===== src/rtl/mips_lite_pkg.sv =====
// Shared constants and types for the MIPS-Lite fetch stage.
package mips_lite_pkg;

   localparam logic [5:0]  OPC_HALT   = 6'h11;
   localparam logic [31:0] WORD_BYTES = 32'd4;

   typedef enum logic [1:0] {
      ST_IDLE   = 2'd0,
      ST_RUN    = 2'd1,
      ST_HALTED = 2'd2
   } fetch_state_e;

   typedef struct packed {
      logic        valid;
      logic [31:0] instr;
      logic [31:0] pc;
      logic [31:0] pc4;
   } if_id_t;

   function automatic logic is_halt(input logic [5:0] opcode);
      return opcode == OPC_HALT;
   endfunction

endpackage


===== src/rtl/mips_lite_fetch_buf.sv =====
// One-entry holding buffer for an instruction response that arrives while decode is stalled.
module mips_lite_fetch_buf (
   input  logic        clk,
   input  logic        rst,
   input  logic        load,
   input  logic        drain,
   input  logic        clear,
   input  logic [31:0] load_instr,
   input  logic [31:0] load_pc,
   output logic        valid,
   output logic [31:0] instr,
   output logic [31:0] pc
);

   always_ff @(posedge clk or posedge rst) begin
      if (rst) begin
         valid <= 1'b0;
         instr <= '0;
         pc    <= '0;
      end else if (clear) begin
         valid <= 1'b0;
      end else if (load) begin
         valid <= 1'b1;
         instr <= load_instr;
         pc    <= load_pc;
      end else if (drain) begin
         valid <= 1'b0;
      end
   end

endmodule


===== src/rtl/mips_lite_fetch_stage.sv =====
// MIPS-Lite instruction fetch: PC, 1-cycle imem request tracking, IF/ID register, HALT stop.
// Defining MIPS_LITE_FETCH_CNT_EN adds the fetch_count port and counter.
//
// state      | meaning
// ST_IDLE    | first cycle after reset release, no request issued
// ST_RUN     | fetching, one request per unstalled cycle
// ST_HALTED  | HALT reached IF/ID; no more requests until reset
module mips_lite_fetch_stage
   import mips_lite_pkg::*;
#(
   parameter logic [31:0] RESET_PC = 32'h0000_0000
) (
   input  logic        clk,
   input  logic        reset,
   input  logic        stall,
   input  logic        redirect,
   input  logic [31:0] redirect_pc,
   output logic        imem_req,
   output logic [31:0] imem_addr,
   input  logic [31:0] imem_rdata,
   output logic        if_id_valid,
   output logic [31:0] if_id_instr,
   output logic [31:0] if_id_pc,
   output logic [31:0] if_id_pc4,
   output logic        halted
`ifdef MIPS_LITE_FETCH_CNT_EN
   ,
   output logic [31:0] fetch_count
`endif
);

   fetch_state_e state;
   if_id_t       if_id;
   logic [31:0]  pc;
   logic [31:0]  resp_pc;
   logic         inflight;
   logic         kill;

   logic         buf_valid;
   logic [31:0]  buf_instr;
   logic [31:0]  buf_pc;

   logic         redirect_eff;
   logic [31:0]  redirect_tgt;
   logic         req_fire;
   logic         resp_live;
   logic         load_resp;
   logic         load_buf;
   logic         load_if_id;
   logic [31:0]  load_instr;
   logic [31:0]  load_pc;

   // Redirects only matter while fetching; a halted stage waits for reset.
   assign redirect_eff = redirect && (state != ST_HALTED);
   assign redirect_tgt = redirect_pc & ~(WORD_BYTES - 32'd1);

   assign req_fire   = (state == ST_RUN) && !stall && !buf_valid;
   assign resp_live  = inflight && !kill && (state == ST_RUN) && !redirect_eff;
   assign load_resp  = resp_live && !stall;
   assign load_buf   = buf_valid && !stall && !redirect_eff;
   assign load_if_id = load_resp || load_buf;
   assign load_instr = load_buf ? buf_instr : imem_rdata;
   assign load_pc    = load_buf ? buf_pc : resp_pc;

   assign imem_req    = req_fire;
   assign imem_addr   = pc;
   assign if_id_valid = if_id.valid;
   assign if_id_instr = if_id.instr;
   assign if_id_pc    = if_id.pc;
   assign if_id_pc4   = if_id.pc4;

   mips_lite_fetch_buf u_buf (
      .clk        (clk),
      .rst        (reset),
      .load       (resp_live && stall),
      .drain      (load_buf),
      .clear      (redirect_eff),
      .load_instr (imem_rdata),
      .load_pc    (resp_pc),
      .valid      (buf_valid),
      .instr      (buf_instr),
      .pc         (buf_pc)
   );

   always_ff @(posedge clk or posedge reset) begin
      if (reset) begin
         state    <= ST_IDLE;
         pc       <= RESET_PC;
         resp_pc  <= RESET_PC;
         inflight <= 1'b0;
         kill     <= 1'b0;
         halted   <= 1'b0;
         if_id    <= '0;
      end else begin
         inflight <= req_fire;
         // A request issued in the redirect cycle targets the old path.
         kill     <= req_fire && redirect_eff;
         if (req_fire)
            resp_pc <= pc;

         if (redirect_eff)
            pc <= redirect_tgt;
         else if (req_fire)
            pc <= pc + WORD_BYTES;

         if (redirect_eff) begin
            if_id.valid <= 1'b0;
         end else if (load_if_id) begin
            if_id.valid <= 1'b1;
            if_id.instr <= load_instr;
            if_id.pc    <= load_pc;
            if_id.pc4   <= load_pc + WORD_BYTES;
         end else if (!stall) begin
            if_id.valid <= 1'b0;
         end

         unique case (state)
            ST_IDLE: state <= ST_RUN;
            ST_RUN: begin
               if (load_if_id && is_halt(load_instr[31:26])) begin
                  state  <= ST_HALTED;
                  halted <= 1'b1;
               end
            end
            ST_HALTED: state <= ST_HALTED;
            default:   state <= ST_IDLE;
         endcase
      end
   end

`ifdef MIPS_LITE_FETCH_CNT_EN
   always_ff @(posedge clk or posedge reset) begin
      if (reset)
         fetch_count <= '0;
      else if (load_if_id)
         fetch_count <= fetch_count + 32'd1;
   end
`endif

endmodule


===== config.mk =====
export PLATFORM = sky130hd
export DESIGN_NAME = mips_lite_fetch_stage
export DESIGN_NICKNAME = d
export VERILOG_FILES = /design/src/rtl/mips_lite_pkg.sv /design/src/rtl/mips_lite_fetch_buf.sv /design/src/rtl/mips_lite_fetch_stage.sv
export SDC_FILE = /design/constraint.sdc
export NUM_CORES = 1
export LEC_CHECK = 0
export ABC_AREA = 1
export BUFFER_PORTS_ARGS = -buffer_cell sky130_fd_sc_hd__buf_2
export CORE_MARGIN = 5
export CORE_UTILIZATION = 45
export CTS_BUF_LIST = sky130_fd_sc_hd__clkbuf_8
export DETAILED_ROUTE_END_ITERATION = 8
export PLACE_DENSITY = 0.74
export SYNTH_ARGS = -nofsm -noshare
export SYNTH_HDL_FRONTEND = slang
export SYNTH_SLANG_ARGS = --single-unit
export TNS_END_PERCENT = 50

===== constraint.sdc =====
create_clock -name clk -period 19.7 [get_ports clk]
set_clock_uncertainty 0.1 [all_clocks]
set_input_delay 1.97 -clock clk [delete_from_list [all_inputs] [get_ports clk]]
set_output_delay 1.97 -clock clk [all_outputs]
set_load 0.02 [all_outputs]

==> reports/results.ini, run 1 <==
[min_path]
hold_path_class = register to register

[floorplan]
initial_core_util_pct = 45.8
dieArea_sq_mm = 0.0272
ios = 199
design.core.area_sq_mm = 0.0235
rows = 56
die_h_um = 165
die_w_um = 165

[grt]
use_met2_pct = 31.8
grt_max_degree = 138
met3_usage_pct = 3.77
grt_pass1_wl_um = 47500
grt-ovfl-total = 0
top_usage_layer = met2
antenna_found_initial = 0
grt_use_met1_pct = 31.7
grt_pass1_vias = 9322
grt_use_total_pct = 21.4

[critical_path]
cp_top_family = buffers and inverters
cp.arrival_ps = 5030
crit_required_ps = 20010
path_class = input pin to register
crit_path_end_kind = register
cpMaxStageDelayCell = nor2_4
slowest_delay_ps = 820
cpMostUsedCell = buf_4
startpoint_type = input pin
crit_buf_inv = 3
cp_max_fo = 67
worstPathCellList = buf_2 -> nand2_2 -> buf_4 -> nand2_1 -> nor2_4 -> buf_4 -> mux2_2

[pwr]
leakagePower_nw = 6.15
p_per_area_mw_per_mm2 = 158
max-vdd-ir-drop_v = 0.0000918

[synth]
synth_cell_type_count = 38
yosys.area_share.simple_pct = 27.6
synth_top_family_by_area = simple AND/OR/NAND/NOR gates
synth_area_sq_mm = 0.0108
synthAdderAreaFrac_pct = 0.580
avgSynthCellArea_sq_um = 7.99
synth_xor_area_share_pct = 0.730
synth_seq_cells = 221
synth_sequential_area_ratio_pct = 51.2
synthCells = 1351
synth_mux_area_share_pct = 2.71
synth-compound-area-share_pct = 10.6
ys.warnings.count = 0

[outcome]
outcome = completed

[clocking]
clockRootBuffer = clkbuf_8
path_clk_slew_ps = 60
cts_tree = done
clock-sinks = 221
clockBufferDepth = 3
clk_latency_ps = 530
cts_inserted_buffers = 38
post-cts-setup-buffer-count = 0
hold_buffers = 0
cts.repair.resized = 0
h-tree-depth = 2

[placement]
dp_hpwl_um = 20100
dpl_cell_area_sq_mm = 0.0119
io_buffers = 190
gp_congestion = 0.936

[sta]
maxSlewHeadroom_pct = 29.7
period_share_pct = 24.0
max_freq_ghz = 0.212
rsz0062_at_grt = false
tightest_slew_ps = 1050
finalMaxSlewViolations = 0
min_period_ps = 4720
setup_tns_ps = 0
setup_viol = 0
hold_viol_final = 0

[drt]
ant_nets = 0
viasPerCell = 5.18
routedWlPerCell_um = 15.6
via_count = 9673
wirelength_um = 29100
drc = 0
drtIter0Drc = 804
firstDrtPassIters = 5

[layout]
drive_gt1_share_pct = 20.5
antenna_cells = 0
nets = 1598
finalInstanceArea_sq_mm = 0.0127
area_delta_synth_final_pct = 17.4
multiInputGateArea_sq_mm = 0.00460
seqCellArea_sq_mm = 0.00553
fillers = 2241

[run]
max_cap_viol_count = 0

-- state kept, by name, indices dropped and copies added (netlist names) --
register     count
if_id_pc        30
state            2
kill             1
inflight         1
halted           1
u_buf.pc        30
if_id_instr     32
if_id_valid      1
if_id_pc4       30
u_buf.valid      1
u_buf.instr     32
imem_addr       30
resp_pc         30
-- stage by stage --
step,hold WS [ps],util (%),worst slack [ps],cells,total power [W]
after floorplan,371,-,11580,1356,0.00132
after CTS,377,53.8,14990,1869,0.00202
after detailed placement,360,50.5,14420,1804,0.00159
after global placement,355,50.5,14420,1804,0.00157
after global routing,397,53.8,14810,1869,0.00215
final,374,53.8,14980,1869,0.00201
-- report_power, final --
group	switching, W	leakage, nW	internal, W	total [W]
sequential	0.000154	2.70	0.000669	0.000822
clock	0.000186	0.432	0.000235	0.000421
combinational	0.000512	3.02	0.000252	0.000764
total	0.000852	6.15	0.00116	0.00201
-- cell type report --
cell class                      count  area share, %
Clock buffer                       52           5.65
Sequential cell                   221           43.7
Tap cell                          319           3.15
Inverter                           94           2.85
Multi-Input combinational cell    974           36.3
Clock inverter                     13          0.514
Timing Repair Buffer              196           7.86
-- final timing paths --
path                                 startpoint              end  slack, ps  cells after the start
worst max-delay path                   redirect  u_buf.instr[20]      14980                      7
worst min-delay path            if_id_instr[26]  if_id_instr[26]        370                      2
worst max register to register         state[0]  u_buf.instr[20]      15870                      9
worst min register to register  if_id_instr[26]  if_id_instr[26]        370                      2
max in group asynchronous                 reset   u_buf.instr[6]      16270                      3
min in group asynchronous                 reset     if_id_pc4[5]       1510                      2
-- synthesized netlist by cell type, drive strengths merged --
library cell	instances	share of area, %
o31ai	1	0.070
nor3	15	0.70
o311ai	1	0.081
nand2	369	13
nand3	104	5.2
xor2	7	0.57
and2	1	0.058
inv	93	3.2
a21o	1	0.070
nand4	8	0.46
nor2	217	8.1
o21bai	2	0.14
o21ai	79	3.7
conb	1	0.035
a21oi	101	4.7
a211oi	3	0.21
o22ai	11	0.64
clkbuf	25	0.87
xnor2	2	0.16
o211ai	10	0.70
a31oi	2	0.12
buf	42	2.4
mux2	26	2.7
dfrtp	221	51
o21a	3	0.21
clkinv	1	0.035
ha	5	0.58
-- tightest hold or removal path: stages, from the launching register on --
cell and delay, ps:
dfrtp_1 340, nand2_1 50, nand2_1 50
-- kinds of logic (layout without fill, tap and decap cells) --
logic type | count (synthesis) | in the layout
AOI/OAI and AO/OA | 214 | 214
xor gates and xnor gates | 9 | 9
adders and majority gates | 5 | 5
buffers and inverters | 161 | 355
DFF | 221 | 221
muxes | 26 | 26
other | 1 | 6
and+or+nand+nor | 714 | 714
-- routing by layer --
layer / vias up / part of all wire, %
li1: 4712 / -
met1: 4497 / 47
met2: 400 / 42
met3: 64 / 8.0
met4: 0 / 3.0
met5: - / 0
-- cell usage in the layout, fill, tap and decap left out, types with 2 or more instances in the layout --
cell / count
nand2_1: 360
dfrtp_1: 221
nor2_1: 203
buf_2: 190
a21oi_1: 101
inv_1: 96
nand3_1: 95
o21ai_0: 76
clkbuf_8: 52
mux2_2: 26
nor3_1: 14
o22ai_1: 11
o211ai_1: 10
nor2_2: 8
nand4_1: 8
nand2_2: 8
nand3_2: 8
xor2_1: 7
nor2_4: 6
conb_1: 6
buf_4: 6
inv_2: 5
ha_1: 5
a211oi_1: 3
o21ai_1: 3
o21a_1: 3
xnor2_1: 2
o21bai_1: 2
a31oi_1: 2
inv_8: 2
clkinvlp_4: 2
Power figures use the tool's default switching activity.
==> run 2, diff against run 1 <==
--- a/config.mk
+++ b/config.mk
@@ -11,7 +11,7 @@
 export CORE_UTILIZATION = 45
 export CTS_BUF_LIST = sky130_fd_sc_hd__clkbuf_8
 export DETAILED_ROUTE_END_ITERATION = 8
-export PLACE_DENSITY = 0.74
+export PLACE_DENSITY = 0.76
 export SYNTH_ARGS = -nofsm -noshare
 export SYNTH_HDL_FRONTEND = slang
 export SYNTH_SLANG_ARGS = --single-unit
==> constraint.sdc (replaced) <==
create_clock -name clk -period 4.2 [get_ports clk]
set_clock_uncertainty 0.1 [all_clocks]
set_input_delay 0.42 -clock clk [delete_from_list [all_inputs] [get_ports clk]]
set_output_delay 0.42 -clock clk [all_outputs]
set_load 0.02 [all_outputs]
==> reports/results.ini, run 2 (same netlist as run 1, synthesis figures left out) <==
[floorplan]
dieArea_sq_mm = 0.0272  ; unchanged
design.core.area_sq_mm = 0.0235  ; unchanged
rows = 56  ; unchanged
initial_core_util_pct = 45.8  ; unchanged
ios = 199  ; unchanged
die_w_um = 165  ; unchanged
die_h_um = 165  ; unchanged

[clocking]
cts_tree = done
cts.repair.resized = 0  ; unchanged
cts_inserted_buffers = 40  ; +5.3%
clock-sinks = 221  ; unchanged
clk_latency_ps = 530  ; about the same
path_clk_slew_ps = 60  ; about the same
post-cts-setup-buffer-count = 0  ; unchanged
clockBufferDepth = 3  ; unchanged
hold_buffers = 7  ; +7
h-tree-depth = 2  ; unchanged
clockRootBuffer = clkbuf_8

[sta]
maxSlewHeadroom_pct = 30.7  ; +0.93 points
tightest_slew_ps = 1040  ; -14.0 ps
min_period_ps = 3040
hold_viol_final = 0  ; unchanged
finalMaxSlewViolations = 0  ; unchanged
setup_tns_ps = 0  ; unchanged
setup_slack_ps = 1160  ; -13,820 ps
holdWs_ps = 7.50  ; -367 ps
rsz0062_at_grt = false
max_freq_ghz = 0.329
setup_viol = 0  ; unchanged
period_share_pct = 72.4

[drt]
drtIter0Drc = 819  ; +1.9%
wirelength_um = 29500  ; +1.6%
ant_nets = 0  ; unchanged
routedWlPerCell_um = 15.6  ; +0.43%
firstDrtPassIters = 8  ; +3
viasPerCell = 5.19  ; +0.19%
via_count = 9805  ; +1.4%
drc = 0  ; unchanged

[critical_path]
crit_required_ps = 4510  ; -15,500 ps
slowest_delay_ps = 470  ; -350 ps
startpoint_type = register
cpMostUsedCell = nand2_1
r2r_cells = 13  ; +4
crit_buf_inv = 2  ; -1
crit_path_end_kind = register
path_class = register to register
cp_top_family = simple AND/OR/NAND/NOR gates
cp_max_fo = 35  ; -48%
cp.arrival_ps = 3350  ; -1680 ps
cp_num_cells = 13  ; +6
cpMaxStageDelayCell = inv_2
worstPathCellList = inv_2 -> nor2_4 -> nand2_4 -> buf_4 -> nand2_1 -> nand2_1 -> nand2_1 -> nor2_1 -> nand2_1 -> nor2_1 -> nand2_1 -> nand2_1 -> nand3_1

[pwr]
power_frac_comb_pct = 37.4  ; -0.7 points
max-vdd-ir-drop_v = 0.000364  ; +300%
p_total_w = 0.00965  ; +380%
p_int_w = 0.00562  ; +390%
leakagePower_nw = 6.29  ; +2.2%
switching_share_pct = 41.8  ; -0.66 points
p_per_area_mw_per_mm2 = 747  ; +370%
clockPowerShare_pct = 22.5  ; +1.5 points
p_seq_share_pct = 40.1  ; -0.9 points
power.switching_w = 0.00403  ; +370%

[grt]
grt_pass1_wl_um = 48000  ; +0.99%
grt_pass1_vias = 9488  ; +1.8%
grt_max_degree = 139  ; +0.72%
grt_use_total_pct = 21.7  ; +0.28 points
grt-ovfl-total = 0  ; unchanged
antenna_found_initial = 0  ; unchanged

[layout]
post-route-util_pct = 54.9  ; +1.1 points
multiInputGateArea_sq_mm = 0.00460  ; unchanged
fillers = 2192  ; -2.2%
drive_gt1_share_pct = 21.0  ; +0.54 points
area_delta_synth_final_pct = 19.7
layout_commonest_cell = nand2_1
seqCellArea_sq_mm = 0.00553  ; unchanged
nets = 1615  ; +1.1%
mostFrequentLayoutCells = nand2_1, dfrtp_1, nor2_1, buf_2, a21oi_1
antenna_cells = 0  ; unchanged

[outcome]
outcome = completed

[placement]
place_ws_ps = 1210  ; -13,220 ps
dp_hpwl_um = 20800  ; +3.3%
gp_congestion = 0.947  ; +1.2%
io_buffers = 190  ; unchanged

[run]
max_cap_viol_count = 0  ; unchanged

[min_path]
hold_path_class = input pin to asynchronous set/reset pin

-- run 2: cell types whose count changed in the layout (fill, tap and decap cells not counted), sizes merged --
cell	before	now
buf	196	204
dlygate4sd3	0	7
clkinv	2	7
bufinv	0	3
clkbuf	52	51
clkinvlp	2	1
inv	103	104
-- run 2: per-layer routing --
metal	global-route usage, %	share of wire, %	routed length (um)	vias to the layer above
li1	-	-	-	4759
met1	30.9	45	13300	4586
met2	33.8	45	13200	406
met3	4.49	8.1	2400	54
met4	6.28	2.3	677	0
met5	0	0	0	-
-- run 2: path summary, 6_finish.rpt --
check,from,endpoint,slack [ps]
hold / removal,reset,u_buf.instr[2],7
min in group clk,redirect_pc[19],imem_addr[19],30
max in group asynchronous,reset,resp_pc[24],3130
hold reg to reg,halted,halted,370
setup reg to reg,u_buf.valid,if_id_pc4[28],1160
setup / recovery,u_buf.valid,if_id_pc4[28],1160
-- run 2: through the flow --
stage	instance area (sq um)	cells
after floorplan	10800	1356
after global placement	12000	1812
after detailed placement	12000	1812
after CTS	12900	1891
after global routing	12900	1891
final	12900	1891
-- run 2: power by group through the flow --
| stage | combinational [W] | clock [W] | sequential (W) |
|---|---|---|---|
| after floorplan | 0.00174 | 0 | 0.00443 |
| after global placement | 0.00352 | 0 | 0.00383 |
| after detailed placement | 0.00360 | 0 | 0.00389 |
| after CTS | 0.00363 | 0.00222 | 0.00386 |
| after global routing | 0.00400 | 0.00232 | 0.00400 |
| final | 0.00361 | 0.00217 | 0.00387 |
-- run 2: cell type report --
class,count,area share (%)
Sequential cell,221,42.8
Clock buffer,51,5.43
Multi-Input combinational cell,974,35.6
Tap cell,319,3.09
Clock inverter,21,1.32
Timing Repair Buffer,211,9.01
Inverter,94,2.76
-- run 2: tightest hold or removal path, stage by stage --
cell,delay (ps)
buf_2,110
clkinvlp_4,80
buf_12,510
